<file path="src/rtl/better_neighbor_count.sv">
// Scans a block of neighbor costs in cost memory and counts those better than the current cost.
// Optional build macro BNC_EQUAL_IS_BETTER_EN: equal cost also counts as better.
module better_neighbor_count (
  input  logic        clock,
  input  logic        nrst,
  input  logic        start_better_count,
  input  logic [15:0] current_cost,
  input  logic [15:0] neighbor_total,
  input  logic [15:0] base_addr,
  output logic        mem_rd_en,
  output logic [15:0] mem_addr,
  input  logic [15:0] mem_data,
  output logic [15:0] betterNeighborCount,
  output logic        done_better_count
);

  typedef enum logic [1:0] {
    IDLE  = 2'd0,
    SCAN  = 2'd1,
    DRAIN = 2'd2,
    DONE  = 2'd3
  } state_t;

  state_t      state_q;
  logic [15:0] cost_q;
  logic [15:0] total_q;
  logic [15:0] base_q;
  logic [15:0] idx_q;
  logic [15:0] count_q;
  logic [15:0] addr_q;
  logic        rd_en_q;
  logic        rd_valid_q;
  logic        done_q;

  logic        is_better;
  logic [15:0] idx_d;
  logic [15:0] count_d;

`ifdef BNC_EQUAL_IS_BETTER_EN
  assign is_better = (mem_data <= cost_q);
`else
  assign is_better = (mem_data < cost_q);
`endif

  // rd_valid_q marks the cycle in which mem_data answers the previous strobe
  assign idx_d   = idx_q + 16'd1;
  assign count_d = count_q + {15'd0, rd_valid_q & is_better};

  // Read 0 is issued on the accepting edge, so idx_q holds the next index to issue
  always_ff @(posedge clock or negedge nrst) begin
    if (!nrst) begin
      state_q    <= IDLE;
      cost_q     <= 16'd0;
      total_q    <= 16'd0;
      base_q     <= 16'd0;
      idx_q      <= 16'd0;
      count_q    <= 16'd0;
      addr_q     <= 16'd0;
      rd_en_q    <= 1'b0;
      rd_valid_q <= 1'b0;
      done_q     <= 1'b0;
    end else begin
      rd_valid_q <= rd_en_q;
      case (state_q)
        IDLE, DONE: begin
          if (start_better_count) begin
            cost_q  <= current_cost;
            total_q <= neighbor_total;
            base_q  <= base_addr;
            count_q <= 16'd0;
            if (neighbor_total == 16'd0) begin
              state_q <= DONE;
              done_q  <= 1'b1;
              idx_q   <= 16'd0;
            end else begin
              state_q <= SCAN;
              done_q  <= 1'b0;
              rd_en_q <= 1'b1;
              addr_q  <= base_addr;
              idx_q   <= 16'd1;
            end
          end
        end
        SCAN: begin
          count_q <= count_d;
          if (idx_q == total_q) begin
            state_q <= DRAIN;
            rd_en_q <= 1'b0;
          end else begin
            addr_q <= base_q + idx_q;
            idx_q  <= idx_d;
          end
        end
        DRAIN: begin
          count_q <= count_d;
          state_q <= DONE;
          done_q  <= 1'b1;
        end
        default: begin
          state_q <= IDLE;
          rd_en_q <= 1'b0;
          done_q  <= 1'b0;
        end
      endcase
    end
  end

  assign mem_rd_en           = rd_en_q;
  assign mem_addr            = addr_q;
  assign betterNeighborCount = count_q;
  assign done_better_count   = done_q;

endmodule
</file>
<file path="config.mk">
export PLATFORM = sky130hd
export DESIGN_NAME = better_neighbor_count
export DESIGN_NICKNAME = d
export VERILOG_FILES = /design/src/rtl/better_neighbor_count.sv
export SDC_FILE = /design/constraint.sdc
export NUM_CORES = 1
export LEC_CHECK = 0
export BUFFER_PORTS_ARGS = -buffer_cell sky130_fd_sc_hd__buf_2
export CORE_MARGIN = 3
export CORE_UTILIZATION = 55
export DETAILED_ROUTE_END_ITERATION = 10
export GPL_TIMING_DRIVEN = 0
export PLACE_DENSITY_LB_ADDON = 0.2
export SKIP_CTS_REPAIR_TIMING = 1
export SYNTH_ARGS = -nofsm -noshare
export SYNTH_HDL_FRONTEND = slang
export SYNTH_SLANG_ARGS = --single-unit
</file>
<file path="constraint.sdc">
create_clock -name clock -period 5.05 [get_ports clock]
set_clock_uncertainty 0.15 [all_clocks]
set_input_delay 0.505 -clock clock [delete_from_list [all_inputs] [get_ports clock]]
set_output_delay 0.505 -clock clock [all_outputs]
set_load 0.01 [all_outputs]
</file>
# Word-level counts from Yosys, hierarchy flattened

Cells that the tools add are included.

Muxes and demuxes: 21
Shifts and indexed selects: 0
Multipliers: 0
Equality and inequality tests: 8
Div/mod/pow operators: 0
Reductions and logical operators: 12
Add/subtract/negate cells: 3
Bitwise logic cells: 1
$lt $le $gt $ge: 1

Operators with widths:

| kind                                                 | count |
|---|---|
| two-way mux 16 bit                                   | 6 |
| one-hot mux 16 bit (2 select lines)                  | 3 |
| adder 16 x 1 -> 16 bit                               | 1 |
| adder 16 x 1 -> 16 bit (second input constant)       | 1 |
| adder 16 bit                                         | 1 |
| equality test 16 bit                                 | 1 |
| logical NOT 16 bit                                   | 1 |
| < comparator 16 bit                                  | 1 |
| != test 2 bit (second input constant)                | 4 |
| AND reduction 4 bit                                  | 2 |
| two-way mux 1 bit                                    | 6 |
| two-way mux 2 bit                                    | 3 |
| one-hot mux 2 bit (3 select lines)                   | 1 |
| AND reduction 2 bit                                  | 3 |
| equality test 2 bit (second input constant)          | 2 |
| one-hot mux 1 bit (2 select lines)                   | 2 |
| nonzero test 2 bit                                   | 2 |
| OR reduction 2 bit                                   | 2 |
| AND reduction 3 bit                                  | 1 |
| equality test 2 x 1 -> 1 bit (second input constant) | 1 |
| logical NOT 2 bit                                    | 1 |
| bitwise AND 1 bit                                    | 1 |

Bits in latches: 0
Memory bits (read-only): 0
Memories kept: 0
Bits in registers: 101
Bits in writable memories: 0

# Depth between registers and ports, before layout

Gate-level depths: netlist of run 1.

Depth after elaboration: 4
Mapped depth: 13
Gate-level depth less buffers: 13

# Worst setup path before layout of run 1

No wires, ideal clock.

Path kind: input to register
Start: in mem_data[1]
End: reg count_q[11] (netlist: betterNeighborCount[11])
Arrival time: 2.560 ns
Stages on the path: 12
Setup time: 0.129 ns
Slack: 2.211 ns
Path through: ha_1 a21o_1 a21o_1 a211oi_1 o21ai_0 a221oi_1 o211a_1 ha_1 nor2b_1 nand3_1 o211ai_1 o31ai_1

Cells in the longest elaborated chain, start to end: 4

RTL lines:

| element                             | line | RTL |
|---|---|---|
| start, declared                     | 12   | `input logic [15:0] mem_data,` |
| < comparator 16 bit                 | 42   | `assign is_better = (mem_data < cost_q);` |
| bitwise AND 1 bit                   | 47   | `assign count_d = count_q + {15'd0, rd_valid_q & is_better};` |
| adder 16 x 1 -> 16 bit              | 47   |  |
| one-hot mux 16 bit (2 select lines) | 64   | `case (state_q)` |
| end signal, assigned                | 85   | `count_q <= count_d;` |
| end signal, assigned                | 95   | `count_q <= count_d;` |
| end, declared                       | 29   | `logic [15:0] count_q;` |

Every way passes these cells.
A chain may end at the register's enable or synchronous reset.

# Worst setup path after layout of run 1

Start: reg cost_q[1]
End: reg count_q[4] (netlist: betterNeighborCount[4])

Cells in the longest elaborated chain, start to end: 4

RTL lines:

| element                             | line | RTL |
|---|---|---|
| start, declared                     | 25   | `logic [15:0] cost_q;` |
| start signal, assigned              | 67   | `cost_q <= current_cost;` |
| < comparator 16 bit                 | 42   |  |
| bitwise AND 1 bit                   | 47   |  |
| adder 16 x 1 -> 16 bit              | 47   |  |
| one-hot mux 16 bit (2 select lines) | 64   |  |

Every way passes these cells.

==> summary.txt, run 1 <==
Final layout
  • Ant diodes: 0
  • Leading cell type in the layout, fill and taps excluded: sky130_fd_sc_hd__buf_2
  • Number of nets at the end of the flow: 775
  • Commonest cells after routing, fill and taps aside: sky130_fd_sc_hd__buf_2 (107), sky130_fd_sc_hd__dfrtp_1 (101), sky130_fd_sc_hd__mux2_2 (50)
  • Final Core Density: 67.35%
  • Number of fill cells in the layout: 784
  • Number of standard cells in the layout, taps in and fillers out: 809
  • Finished Cell Area: 6704 um2
  • Area grow syn2layout: 17.04%
  • Fraction of layout cells with a size suffix above 1: 27.07%

Hold path
  • Hold Crit Start: current_cost[12]
  • Class of the worst hold path: in2reg

Timing
  • Setup total negative slack: 0 ps
  • Fin crit share: 62.03%
  • Slew headroom: 47.25%
  • Smallest hold slack: 215.6 ps
  • Number of setup violations in the final report: 0
  • Slew at the pin with the worst max-slew slack: 786.0 ps
  • Post-layout worst setup margin: 1917 ps
  • RSZ-0062 raised after global routing: no
  • Hold violation total from the final report: 0
  • Fin. max-slew vios: 0
  • Post-route minimum period: 3133 ps
  • Highest Clock Rate: 319.2 MHz

Synthesis
  • Ys async rst share: 100.0%
  • Most used flip-flop cell after synthesis: sky130_fd_sc_hd__dfrtp_1
  • Average size of a mapped cell: 10.27 um2
  • Post-synthesis cell type count: 54
  • Cells after synthesis: 558
  • Sequential cell area fraction in the yosys report: 44.12%
  • Synthesis warning total: 0
  • Flip-flop and latch count after synthesis: 101
  • Post-Syn Nets: 662
  • Total standard cell area after synthesis: 5728 um2
  • EDFF count, synth: 0

CTS
  • Clk root buf: sky130_fd_sc_hd__clkbuf_8
  • Number of levels the H-tree was split into: 3
  • CTS Buf Count: 9
  • Maximum number of buffers from clock root to sink: 2
  • CTS sink count: 101
  • Clock-pin slew reported for the worst setup and hold paths after clock tree synthesis: 100 ps
  • Clock tree from TritonCTS: done
  • Worst-Skew Late Latency: 370 ps

Die
  • Die Y: 108.1 um
  • Standard cell core area: 9955 um2
  • Width of the die: 108.1 um
  • Area of the die: 11670 um2
  • IO Count: 101
  • Number of core rows: 36
  • Effective utilization at floorplan: 57.54%

Critical path
  • Reg2reg start: cost_q[1]$_DFFE_PN0P_
  • Minimum setup slack among reg-to-reg paths: 1920 ps
  • Required time reported for the critical path endpoint: 5150 ps
  • Kind of launch point of the worst setup path: flop
  • Worst Path Max Fanout: 5
  • Data arrival, critical path: 3230 ps
  • Crit path launch: cost_q[1]$_DFFE_PN0P_
  • CP endpoint kind: flop
  • Worst Path Class, Setup: reg2reg

Route
  • Routed len/inst: 15.89 um
  • Post-route DRC violation count: 0
  • Vias per std cell: 5.755
  • Total via count in the routed design: 4656
  • Drt first-iter violations: 364
  • Detailed Routing Iterations Pass 1: 4
  • Post-DRT Antenna Nets: 0
  • Wire length after detailed routing: 12860 um

Place
  • Number of cells after detailed placement: 792
  • Setup slack after placement: 1632 ps
  • Dpl hpwl: 9872 um
  • Post-DP Area: 6425 um2
  • # port buffers: 100
  • RePlAce Congestion: 0.8931

Job
  • Max-cap viol count: 0

Global routing
  • Antenna violations before repair: 0
  • Maximum number of pins on one net before global-route repair: 65
  • Aggregate global routing overflow: 0
  • Vias in the first global route: 4530
  • Global-route wire length before repair: 21560 um
  • Aggregate global-route resource usage: 23.24%

Outcome
  • Result of the run: completed

Pwr
  • Total power consumption of the routed design: 3.591 mW
  • Power density over the cells: 535.6 nW/um2
  • Static leakage power: 3.165 nW
  • Highest ir drop seen on vdd: 0.0002930 V
==> sequential cells by signal, summed over array words and instances (netlist names) <==
register,flops
idx_q,16
mem_addr,16
rd_valid_q,1
done_better_count,1
state_q,2
cost_q,16
mem_rd_en,1
base_q,16
betterNeighborCount,16
total_q,16
==> final cells by class <==
| type | instances | area, um2 | area share (%) |
|---|---|---|---|
| multi-input combinational | 408 | 3007 | 44.85 |
| sequential | 101 | 2527 | 37.70 |
| timing repair buffer | 102 | 540.5 | 8.063 |
| tap | 133 | 166.4 | 2.482 |
| clock inverter | 7 | 145.1 | 2.165 |
| clock buffer | 9 | 123.9 | 1.848 |
| inverter | 29 | 108.9 | 1.624 |
| buffer | 20 | 85.08 | 1.269 |
==> routing by layer <==
| layer | track usage [%] | share of wire, % |
|---|---|---|
| met3 | 4.299 | 5.9 |
| met5 | 0 | 0 |
| met4 | 7.845 | 2.2 |
| met1 | 31.29 | 44 |
| met2 | 38.01 | 48 |
==> path summary, 6_finish.rpt <==
kind,depth (start not counted),to
worst max register to register,13,betterNeighborCount[4]$_DFFE_PN0P_
worst max-delay path,13,betterNeighborCount[4]$_DFFE_PN0P_
min in group asynchronous,2,mem_addr[10]$_DFFE_PN0P_
worst min register to register,0,rd_valid_q$_DFF_PN0_
worst min-delay path,2,cost_q[12]$_DFFE_PN0P_
max in group asynchronous,3,mem_addr[13]$_DFFE_PN0P_
==> logic make-up after synthesis <==
group / after synthesis / synth area share, %
and+or+nand+nor: 160 / 14.46
AOI/OAI and AO/OA: 111 / 12.12
DFF: 101 / 44.12
muxes: 60 / 11.58
buffers and inverters: 49 / 3.386
xor gates and xnor gates: 40 / 6.116
adders and majority gates: 37 / 8.213
==> report_power, final <==
part           switching (mW)  internal (mW)  total (mW)  leakage (nW)
sequential              0.193           1.10        1.30          1.24
clock                   0.294          0.383       0.676         0.130
combinational           0.873          0.745        1.62          1.80
total                    1.36           2.23        3.59          3.17
==> worst max-delay path: stages (launching register included) <==
cell and delay [ps]:
sky130_fd_sc_hd__dfrtp_1 360, sky130_fd_sc_hd__inv_1 50, sky130_fd_sc_hd__ha_1 270, sky130_fd_sc_hd__a21o_1 150
sky130_fd_sc_hd__a21o_1 170, sky130_fd_sc_hd__a211oi_1 220, sky130_fd_sc_hd__o21ai_0 130, sky130_fd_sc_hd__a221oi_1 380
sky130_fd_sc_hd__o211a_1 220, sky130_fd_sc_hd__ha_1 150, sky130_fd_sc_hd__nor2b_1 370, sky130_fd_sc_hd__nand4_1 170
sky130_fd_sc_hd__xor2_1 170, sky130_fd_sc_hd__a21oi_1 50
==> synthesized netlist by cell type, drive strengths merged, types with 3 or more instances <==
cell type | instances | area share [%]
nor4 | 7 | 1.1
nor2 | 41 | 2.7
nand3 | 17 | 1.5
mux2i | 10 | 1.7
and3 | 6 | 0.66
buf | 14 | 1.1
nor3 | 7 | 0.61
ha | 36 | 7.9
clkbuf | 6 | 0.39
nor2b | 5 | 0.55
a21oi | 35 | 3.1
a21o | 10 | 1.3
xnor2 | 27 | 4.1
and2 | 3 | 0.33
o31ai | 3 | 0.39
o22ai | 5 | 0.55
o21ai | 30 | 2.6
xor2 | 13 | 2.0
nand4 | 19 | 2.4
mux2 | 50 | 9.8
inv | 29 | 1.9
nand2b | 6 | 0.66
a31oi | 4 | 0.44
dfrtp | 101 | 44
o21a | 6 | 0.79
nand2 | 39 | 2.6
Power figures use the tool's default switching activity.
==> run 2: changes to the inputs <==
- clock period: 5.05 -> 3.2 ns (I/O delays scaled with it)
==> summary.txt, run 2 (synthesized netlist as in run 1, its figures left out) <==
Outcome
  • Result of the run: completed

Route
  • Wire length after detailed routing: 12910 um
  • Post-DRT Antenna Nets: 0
  • Detailed Routing Iterations Pass 1: 5
  • Vias per std cell: 5.743
  • Post-route DRC violation count: 0
  • Routed len/inst: 15.96 um
  • Drt first-iter violations: 324
  • Total via count in the routed design: 4646

CTS
  • CTS Buf Count: 9
  • Worst-Skew Late Latency: 370 ps
  • Number of levels the H-tree was split into: 3
  • Maximum number of buffers from clock root to sink: 2
  • CTS sink count: 101
  • Clk root buf: sky130_fd_sc_hd__clkbuf_8
  • Clock-pin slew reported for the worst setup and hold paths after clock tree synthesis: 100 ps
  • Clock tree from TritonCTS: done

Die
  • Area of the die: 11670 um2
  • Number of core rows: 36
  • Standard cell core area: 9955 um2
  • IO Count: 101
  • Width of the die: 108.1 um
  • Effective utilization at floorplan: 57.54%
  • Die Y: 108.1 um

Global routing
  • Vias in the first global route: 4530
  • Routing usage on met2: 38.01%
  • Met1 capacity usage during global routing: 31.29%
  • Global-route wire length before repair: 21560 um
  • Aggregate global-route resource usage: 23.24%
  • Fraction of met3 tracks used by global routing: 4.299%
  • Antenna violations before repair: 0
  • Maximum number of pins on one net before global-route repair: 65
  • Aggregate global routing overflow: 0
  • Most congested layer reported by global routing: met2

Place
  • Post-DP Area: 6425 um2
  • Dpl hpwl: 9872 um
  • # port buffers: 100
  • RePlAce Congestion: 0.8931

Final layout
  • Ant diodes: 0
  • Leading cell type in the layout, fill and taps excluded: sky130_fd_sc_hd__buf_2
  • Finished Cell Area: 6729 um2
  • FF+latch area: 2527 um2
  • Number of nets at the end of the flow: 775
  • Area grow syn2layout: 17.47%
  • Commonest cells after routing, fill and taps aside: sky130_fd_sc_hd__buf_2 (107), sky130_fd_sc_hd__dfrtp_1 (101), sky130_fd_sc_hd__mux2_2 (50)
  • Final Core Density: 67.60%
  • Number of fill cells in the layout: 787
  • Fraction of layout cells with a size suffix above 1: 27.96%
  • Area taken by multi-input logic gates: 3032 um2

Pwr
  • Static leakage power: 3.167 nW
  • Highest ir drop seen on vdd: 0.0004645 V
  • Power density over the cells: 846.0 nW/um2

Timing
  • Hold violation total from the final report: 0
  • Fin. max-slew vios: 0
  • RSZ-0062 raised after global routing: no
  • Smallest hold slack: 31.03 ps
  • Post-route minimum period: 2947 ps
  • Number of setup violations in the final report: 0
  • Highest Clock Rate: 339.4 MHz
  • Fin crit share: 92.08%
  • Slew at the pin with the worst max-slew slack: 807.5 ps
  • Slew headroom: 45.81%

Critical path
  • Data arrival, critical path: 3060 ps
  • CP endpoint kind: flop
  • Kind of launch point of the worst setup path: flop
  • Worst Path Max Fanout: 5
  • Worst Path Class, Setup: reg2reg
  • Required time reported for the critical path endpoint: 3310 ps

Job
  • Max-cap viol count: 0

Hold path
  • Class of the worst hold path: in2reg
-- run 2: cell counts in the layout (fill, tap and decap cells not counted) --
No cell type changed its count.
-- run 2: worst max-delay path, cell delays in order, from the launching register on --
cell,delay (ps)
sky130_fd_sc_hd__dfrtp_1,360
sky130_fd_sc_hd__inv_1,50
sky130_fd_sc_hd__ha_1,270
sky130_fd_sc_hd__a21o_1,150
sky130_fd_sc_hd__a21o_1,170
sky130_fd_sc_hd__a211oi_1,210
sky130_fd_sc_hd__o21ai_0,150
sky130_fd_sc_hd__a221oi_2,310
sky130_fd_sc_hd__o211a_1,210
sky130_fd_sc_hd__ha_2,230
sky130_fd_sc_hd__nor2b_2,200
sky130_fd_sc_hd__nand3_1,110
sky130_fd_sc_hd__o211ai_1,170
sky130_fd_sc_hd__o31ai_1,90
-- run 2: layout make-up --
type,count,share of cell area [%]
plain buffers,20,1.264
multi-input cells,408,45.05
clock inverters,7,2.157
clock buffers,9,1.841
flip-flops and latches,101,37.56
well taps,133,2.473
inverters,29,1.618
repair buffers,102,8.033
-- run 2: report_power, final --
group          total, mW  switching, mW  leakage [nW]  internal, mW
Sequential          2.05          0.305          1.24          1.74
Clock               1.07          0.463         0.130         0.604
Combinational       2.58           1.39          1.80          1.19
-- run 2: per-stage QoR --
step	TNS [ps]	worst slack (ps)	instances	power [mW]
floorplan	0	526.0	558	3.912
global placement	0	5.077	791	4.499
detailed placement	-66.41	-33.21	792	4.632
CTS	0	0.2784	808	5.706
global route	0	45.42	809	6.150
finish	0	253.4	809	5.693
-- run 2: routing by layer --
metal  routed length (um)  part of all wire, %
met1                 5753                   45
met2                 6165                   48
met3                  741                  5.7
met4                  249                  1.9
met5                    0                    0
-- run 2: worst paths after layout --
path                                       startpoint                                  end  slack [ps]  cells after the start
worst max-delay path            cost_q[1]$_DFFE_PN0P_  betterNeighborCount[11]$_DFFE_PN0P_         250                     13
worst min-delay path                 current_cost[12]               cost_q[12]$_DFFE_PN0P_          30                      2
worst max register to register  cost_q[1]$_DFFE_PN0P_  betterNeighborCount[11]$_DFFE_PN0P_         250                     13
worst min register to register  mem_rd_en$_DFFE_PN0P_                 rd_valid_q$_DFF_PN0_         290                      0
max in group asynchronous                        nrst             mem_addr[13]$_DFFE_PN0P_        1900                      3
min in group asynchronous                        nrst             mem_addr[10]$_DFFE_PN0P_         310                      2
==> run 3: changes to the inputs <==
- CORE_UTILIZATION: 55 -> 51
- clock period: 3.2 -> 2.7 ns (I/O delays scaled with it)
==> summary.txt, run 3 (synthesized netlist as in run 1, its figures left out) <==
Place
  • Setup slack after placement: -495.7 ps
  • RePlAce Congestion: 0.8663
  • Dpl hpwl: 10070 um
  • Number of cells after detailed placement: 799
  • # port buffers: 100
  • Post-DP Area: 6434 um2

Hold path
  • Number of cells on the worst hold path: 2
  • Class of the worst hold path: in2reg
  • Hold Crit Start: base_addr[10]
  • Min-Delay Endpoint: base_q[10]$_DFFE_PN0P_

Final layout
  • Area grow syn2layout: 23.46%
  • Leading cell type in the layout, fill and taps excluded: sky130_fd_sc_hd__buf_2
  • Number of fill cells in the layout: 883
  • Fraction of layout cells with a size suffix above 1: 32.81%
  • Final Core Density: 64.95%
  • Number of nets at the end of the flow: 800
  • Ant diodes: 0
  • Number of standard cells in the layout, taps in and fillers out: 841
  • Area taken by multi-input logic gates: 3177 um2
  • Finished Cell Area: 7072 um2
  • FF+latch area: 2534 um2
  • Commonest cells after routing, fill and taps aside: sky130_fd_sc_hd__buf_2 (107), sky130_fd_sc_hd__dfrtp_1 (96), sky130_fd_sc_hd__mux2_2 (50)

CTS
  • CTS Buf Count: 9
  • Clk root buf: sky130_fd_sc_hd__clkbuf_8
  • Maximum number of buffers from clock root to sink: 2
  • Number of levels the H-tree was split into: 3
  • Worst-Skew Late Latency: 360 ps
  • Clock-pin slew reported for the worst setup and hold paths after clock tree synthesis: 100 ps
  • CTS sink count: 101
  • Clock tree from TritonCTS: done

Route
  • Routed len/inst: 16.30 um
  • Wire length after detailed routing: 13710 um
  • Post-route DRC violation count: 0
  • Vias per std cell: 5.593
  • Drt first-iter violations: 242
  • Total via count in the routed design: 4704
  • Post-DRT Antenna Nets: 0
  • Detailed Routing Iterations Pass 1: 4

Die
  • IO Count: 101
  • Standard cell core area: 10890 um2
  • Width of the die: 112.0 um
  • Die Y: 112.0 um
  • Number of core rows: 38
  • Effective utilization at floorplan: 52.61%
  • Area of the die: 12540 um2

Global routing
  • Vias in the first global route: 4641
  • Met1 capacity usage during global routing: 28.58%
  • Fraction of met3 tracks used by global routing: 2.880%
  • Maximum number of pins on one net before global-route repair: 70
  • Routing usage on met2: 36.45%
  • Aggregate global routing overflow: 0
  • Antenna violations before repair: 0
  • Aggregate global-route resource usage: 21.47%
  • Global-route wire length before repair: 22060 um
  • Most congested layer reported by global routing: met2

Timing
  • Post-layout worst setup margin: -204.6 ps
  • RSZ-0062 raised after global routing: yes
  • Post-route minimum period: 2905 ps
  • Hold violation total from the final report: 3
  • Fin crit share: 107.6%
  • Smallest hold slack: -5.257 ps
  • Fin. max-slew vios: 0
  • Slew headroom: 43.70%
  • Highest Clock Rate: 344.3 MHz
  • Number of setup violations in the final report: 14
  • Slew at the pin with the worst max-slew slack: 838.9 ps

Critical path
  • Minimum setup slack among reg-to-reg paths: -200 ps
  • Worst Path Max Fanout: 3
  • CP endpoint kind: flop
  • Worst-case reg-to-reg path depth: 14
  • Kind of launch point of the worst setup path: flop
  • Required time reported for the critical path endpoint: 2800 ps
  • Reg2reg start: cost_q[1]$_DFFE_PN0P_
  • Data arrival, critical path: 3000 ps
  • Endpoint of the worst register-to-register path: betterNeighborCount[11]$_DFFE_PN0P_
  • Worst Path Class, Setup: reg2reg

Pwr
  • Total power consumption of the routed design: 6.773 mW
  • Power density over the cells: 957.8 nW/um2
  • Highest ir drop seen on vdd: 0.0004399 V
  • Static leakage power: 3.311 nW

Outcome
  • Violations in the final reports: hold timing, setup timing
  • Result of the run: finished with violations

Job
  • Max-cap viol count: 0
run 3: cell types whose count changed in the layout (fill, tap and decap cells not counted), sizes merged:
cell	before	now
dlygate4sd3	1	15
buf	115	125
clkbuf	15	20
bufinv	4	1
inv	31	29
clkinv	0	1
run 3: power by group:
part | switching (mW) | internal, mW | total [mW]
Clock | 0.506 | 0.504 | 1.01
Sequential | 0.352 | 2.07 | 2.42
Combinational | 1.78 | 1.56 | 3.34
run 3: routing by layer:
| layer | up-vias | part of all wire, % | routed length (um) |
|---|---|---|---|
| met2 | 138 | 50 | 6809 |
| met3 | 20 | 4.2 | 574 |
| li1 | 2272 | - | - |
| met5 | - | 0 | 0 |
| met1 | 2274 | 45 | 6113 |
| met4 | 0 | 1.5 | 208 |
run 3: worst max path at each step:
stage,startpoint,endpoint,slack [ps],cells past startpoint
4_1_cts,cost_q[1]$_DFFE_PN0P_,betterNeighborCount[11]$_DFFE_PN0P_,-520,13
6_report,cost_q[1]$_DFFE_PN0P_,betterNeighborCount[11]$_DFFE_PN0P_,-200,14
3_3_place_gp,mem_data[1],betterNeighborCount[11]$_DFFE_PN0P_,-450,13
2_1_floorplan,cost_q[1]$_DFFE_PN0P_,betterNeighborCount[11]$_DFFE_PN0P_,30,13
3_5_place_dp,mem_data[1],betterNeighborCount[11]$_DFFE_PN0P_,-500,13
5_1_grt,cost_q[1]$_DFFE_PN0P_,betterNeighborCount[4]$_DFFE_PN0P_,-400,13
run 3: area by class of cell:
cell class / count / share of cell area, %
multi-input cells: 408 / 44.92
flip-flops and latches: 101 / 35.83
repair buffers: 127 / 11.00
well taps: 140 / 2.477
clock buffers: 13 / 2.389
inverters: 29 / 1.539
plain buffers: 20 / 1.239
clock inverters: 3 / 0.6016
run 3: per-stage QoR:
| step | hold WS, ps | setup TNS [ps] |
|---|---|---|
| 3_3_place_gp | 257.3 | -5334 |
| 3_5_place_dp | 98.33 | -7008 |
| 5_1_grt | 0.6459 | -5242 |
| 6_report | -5.257 | -1442 |
| 2_1_floorplan | -175.6 | 0 |
| 4_1_cts | -295.6 | -7866 |
run 3: critical path, cell delays in order, from the launching register on:
cell                       delay [ps]
sky130_fd_sc_hd__dfrtp_1          360
sky130_fd_sc_hd__inv_1             50
sky130_fd_sc_hd__ha_1             270
sky130_fd_sc_hd__a21o_1           170
sky130_fd_sc_hd__a21o_1           160
sky130_fd_sc_hd__a211oi_2         180
sky130_fd_sc_hd__o21ai_1          100
sky130_fd_sc_hd__a221oi_2         290
sky130_fd_sc_hd__o211a_1          250
sky130_fd_sc_hd__buf_6            110
sky130_fd_sc_hd__ha_4             120
sky130_fd_sc_hd__nor2b_4          190
sky130_fd_sc_hd__nand3_2          100
sky130_fd_sc_hd__o211ai_1         190
sky130_fd_sc_hd__o31ai_1           90
